`config.mk`:
```
export PLATFORM = sky130hd
export DESIGN_NAME = bcd_updown_counter
export DESIGN_NICKNAME = d
export VERILOG_FILES = /design/src/rtl/bcd_updown_counter.sv
export SDC_FILE = /design/constraint.sdc
export NUM_CORES = 1
export LEC_CHECK = 0
export ABC_AREA = 1
export BUFFER_PORTS_ARGS = -buffer_cell sky130_fd_sc_hd__clkbuf_2
export CAP_MARGIN = 20
export CORE_UTILIZATION = 45
export CTS_CLUSTER_DIAMETER = 150
export DETAILED_ROUTE_END_ITERATION = 6
export PLACE_DENSITY_LB_ADDON = 0.2
export SYNTH_ARGS = -nofsm -noshare
export SYNTH_HDL_FRONTEND = slang
export SYNTH_SLANG_ARGS = --single-unit
```
`constraint.sdc`:
```
create_clock -name clk -period 1.4 [get_ports clk]
set_input_delay 0.21 -clock clk [delete_from_list [all_inputs] [get_ports clk]]
set_output_delay 0.21 -clock clk [all_outputs]
set_load 0.05 [all_outputs]
```
`src/rtl/bcd_updown_counter.sv`:
```
// rtl/bcd_updown_counter.sv - multi-digit BCD up/down counter with load, clear, wrap/saturate
//
// Ports:
//   clk       rising-edge clock
//   reset_n   asynchronous active-low reset
//   clr       synchronous clear to zero (highest priority)
//   load      synchronous parallel load of load_val
//   load_val  BCD load value, digit i = bits [4i+3:4i]
//   en        count enable
//   up        1 = count up, 0 = count down
//   q         registered BCD count, digit 0 least significant
//   tc        combinational terminal count (all 9s going up, zero going down)
//   wrap      registered pulse on boundary crossing or saturation hit
//   load_err  registered pulse when a loaded digit was above 9

module bcd_updown_counter #(
    parameter int DIGITS   = 2,
    parameter bit SATURATE = 1'b0
) (
    input  logic                  clk,
    input  logic                  reset_n,
    input  logic                  clr,
    input  logic                  load,
    input  logic [4*DIGITS-1:0]   load_val,
    input  logic                  en,
    input  logic                  up,
    output logic [4*DIGITS-1:0]   q,
    output logic                  tc,
    output logic                  wrap,
    output logic                  load_err
);

    localparam int W = 4 * DIGITS;

    logic [W-1:0] count_next;
    logic [W-1:0] load_clean;
    logic         all_nine;
    logic         all_zero;
    logic         load_bad;
    logic         chain;

    // One pass over the decades builds the boundary flags, the sanitised
    // load value and the next count. 'chain' is the carry (up) or borrow
    // (down) rippling from digit 0 upward.
    always_comb begin
        all_nine   = 1'b1;
        all_zero   = 1'b1;
        load_bad   = 1'b0;
        load_clean = '0;
        count_next = '0;
        chain      = 1'b1;
        for (int i = 0; i < DIGITS; i++) begin
            if (q[4*i +: 4] != 4'd9) all_nine = 1'b0;
            if (q[4*i +: 4] != 4'd0) all_zero = 1'b0;

            if (load_val[4*i +: 4] > 4'd9) begin
                load_bad             = 1'b1;
                load_clean[4*i +: 4] = 4'd0;
            end else begin
                load_clean[4*i +: 4] = load_val[4*i +: 4];
            end

            // A corrupted digit is scrubbed to 0 on any count and stops
            // the ripple, so digits above it hold this cycle.
            if (q[4*i +: 4] > 4'd9) begin
                count_next[4*i +: 4] = 4'd0;
                chain                = 1'b0;
            end else if (!chain) begin
                count_next[4*i +: 4] = q[4*i +: 4];
            end else if (up) begin
                if (q[4*i +: 4] == 4'd9) begin
                    count_next[4*i +: 4] = 4'd0;
                end else begin
                    count_next[4*i +: 4] = q[4*i +: 4] + 4'd1;
                    chain                = 1'b0;
                end
            end else begin
                if (q[4*i +: 4] == 4'd0) begin
                    count_next[4*i +: 4] = 4'd9;
                end else begin
                    count_next[4*i +: 4] = q[4*i +: 4] - 4'd1;
                    chain                = 1'b0;
                end
            end
        end
    end

    assign tc = up ? all_nine : all_zero;

    // At the boundary the ripple already yields the wrapped value
    // (all 9s -> 0 going up, 0 -> all 9s going down), so wrap mode just
    // takes count_next and saturate mode holds.
    always_ff @(posedge clk or negedge reset_n) begin
        if (!reset_n) begin
            q        <= '0;
            wrap     <= 1'b0;
            load_err <= 1'b0;
        end else begin
            wrap     <= 1'b0;
            load_err <= 1'b0;
            if (clr) begin
                q <= '0;
            end else if (load) begin
                q        <= load_clean;
                load_err <= load_bad;
            end else if (en) begin
                if (tc) begin
                    wrap <= 1'b1;
                    if (!SATURATE) q <= count_next;
                end else begin
                    q <= count_next;
                end
            end
        end
    end

endmodule
```
==> results.json <==
{
  "drive_gt1_share_pct": 51.0,
  "grt-ovfl-total": 0,
  "die-area_sq_um": 2270,
  "clkTransAtPathRegs_ns": 0.07,
  "fin_ws_ns": -0.206,
  "fp.dieW_um": 47.7,
  "holdWs_ns": 0.181,
  "netlist_area_sq_um": 940,
  "gp_congestion": 0.979,
  "grt_pass1_vias": 986,
  "ys.warnings.count": 0,
  "timing.final.hold_violations": 0,
  "leakagePower_nw": 0.800,
  "num_io_pins": 25,
  "ir_worst_vdd_uv": 760,
  "fill_cells": 167,
  "p_comb_share_pct": 52.2,
  "ys_seq_area_share_pct": 26.6,
  "start_kind": "register",
  "postLayoutCoreUtil_pct": 73.9,
  "grt_max_degree": 11,
  "violations": "negative setup slack",
  "fmax_mhz": 623,
  "multi_input_area_sq_um": 657,
  "synth_cells": 159,
  "period_needed_ns": 1.61,
  "num_rows": 16,
  "cts_buffer_depth": 2,
  "cts.sinks": 10,
  "finClkSkew_ns": 0.00178,
  "start_util_pct": 47.9,
  "coreArea_sq_um": 1960,
  "outcome": "finished with violations",
  "setup_viol_count_final": 5,
  "hpwl_mm": 1.92,
  "antenna_found_initial": 0,
  "endpoint_kind": "output port",
  "grt_usage_pct": 25.6,
  "wl_per_cell_um": 11.4,
  "synth_nets": 173,
  "clk_latency_ns": 0.27,
  "internal_power_mw": 0.754,
  "yosys.area.top_type_share_pct": 26.8,
  "grt-busiest-layer": "met2",
  "routed_wirelength_mm": 2.70,
  "critPathMaxFanout": 4,
  "synth.distinct_cells": 19,
  "whs_path_depth": 3,
  "p_per_area_nw_per_um2": 911,
  "port_buffers": 24,
  "p_total_mw": 1.32,
  "fin_area_sq_um": 1450,
  "p_switching_mw": 0.568,
  "numCtsBuffers": 3,
  "final-max-slew-violation-count": 0,
  "synth_top_area_cell": "nand2_1",
  "tightest_slew_ns": 0.300,
  "grt_setup_unrepaired": "true",
  "cts_tree": "done",
  "dp.cells": 224,
  "cap_violations": 0,
  "maxSlewHeadroom_pct": 79.8,
  "ant_nets": 0,
  "switching_share_pct": 42.9,
  "fp.dieH_um": 47.7,
  "cp.arrival_ns": 1.40,
  "drtIter0Drc": 36,
  "synth_area_leaders": "nand2_1 27%, dfrtp_1 27%, nand3_1 6.9%, inv_2 4.8%, nand2_4 4.8%",
  "hold_class": "input pin to register",
  "final_cells": 237,
  "htree_levels": 1,
  "avgViaCountPerCell": 4.89,
  "grt_pass1_wl_mm": 4.10,
  "drc": 0,
  "seqCellArea_sq_um": 260,
  "cts_root_buf": "clkbuf_4",
  "postSynthAreaPerCell_sq_um": 5.91,
  "cp_data_required_time_ns": 1.19,
  "use_met2_pct": 41.1,
  "worstSetupPathType": "register to output port",
  "syn2layout_area_growth_pct": 54.3,
  "dr.pass1.iters": 4,
  "ys_ff_latch": 10,
  "clockPowerShare_pct": 20.2,
  "vias": 1158,
  "use_met1_pct": 35.1,
  "postPlaceCellArea_sq_um": 1220,
  "diodes": 0,
  "p_seq_share_pct": 27.6,
  "num-nets-final": 225,
  "post-route-period-util_pct": 115,
  "met3_usage_pct": 1.51,
  "worst-r2r-cell-count": 12
}
-- worst paths after layout --
check / startpoint / end / slack (ns)
hold / removal: en / wrap / 0.18
setup reg to reg: q[3] / q[4] / -0.10
setup / recovery: q[6] / tc / -0.21
hold reg to reg: q[0] / q[0] / 0.60
max in group asynchronous: reset_n / q[0] / 0.80
min in group asynchronous: reset_n / q[4] / 0.37
-- registers in the layout, summed over array words and instances (netlist names) --
name and count:
load_err 1, wrap 1, q 8
-- cells by family after synthesis --
kind of cell	count (synthesis)	synth area share, %
AOI/OAI and AO/OA	16	8.79
buffers and inverters	24	11.4
DFF	10	26.6
and+or+nand+nor	109	53.1
-- cells in the final DEF, fill, tap and decap left out --
cell type,n
nor2_2,6
nor2_4,5
clkbuf_4,3
dlygate4sd3_1,1
dfrtp_2,8
nand2_1,64
nand3_2,5
inv_1,7
o31ai_1,1
buf_4,23
clkbuf_16,1
buf_6,4
inv_2,11
o21ai_0,2
o21ai_1,3
buf_8,1
nand4_1,3
clkbuf_8,2
dfrtp_1,2
o21ai_2,2
nand3_1,8
nand2_4,4
nor2_1,3
a21oi_1,8
inv_4,3
nor3_1,1
nand2_2,10
clkbuf_2,19
-- critical path: stages (launching register included) --
cell,delay [ns]
dfrtp_2,0.44
nor2_2,0.13
nand2_1,0.09
nand2_1,0.09
nand4_1,0.13
inv_4,0.09
clkbuf_16,0.15
-- routing by layer --
| layer | wire length, um | vias up |
|---|---|---|
| li1 | - | 603 |
| met1 | 1280 | 521 |
| met2 | 1290 | 27 |
| met3 | 61 | 7 |
| met4 | 61 | 0 |
| met5 | 0 | - |
-- final cells by class --
cell class	count	area share [%]
Tap cell	27	2.33
Multi-Input combinational cell	125	45.3
Timing Repair Buffer	50	26.0
Inverter	21	5.95
Sequential cell	10	17.9
Clock buffer	4	2.50
-- repair_timing --
action,CTS,global route
hold endpoints to repair,10,0
pin swaps,6,5
cloned,0,0
hold buffers,1,0
setup buffers,6,2
setup endpoints to repair,1,13
gates resized for setup,13,21
-- power groups by stage --
stage | Sequential (mW) | Combinational [mW] | Clock (mW)
after floorplan | 0.470 | 0.283 | 0
after global placement | 0.363 | 0.561 | 0
after detailed placement | 0.365 | 0.571 | 0
after CTS | 0.360 | 0.632 | 0.276
after global routing | 0.368 | 0.750 | 0.291
final | 0.365 | 0.690 | 0.267
-- synthesized netlist by cell type, drive strengths merged --
cell type,number
nor2,14
buf,3
nand2,78
inv,19
a21oi,8
nor3,1
dfrtp,10
o31ai,1
nand4,3
clkinv,2
nand3,13
o21ai,7
-- through the flow --
step	TNS (ns)	setup WS, ns
finish	-0.511	-0.206
global route	-0.866	-0.265
CTS	-0.454	-0.181
global placement	0	0.0101
detailed placement	-0.0175	-0.0175
floorplan	-0.0217	-0.0182
No activity file was read; power rests on OpenSTA's default activity.
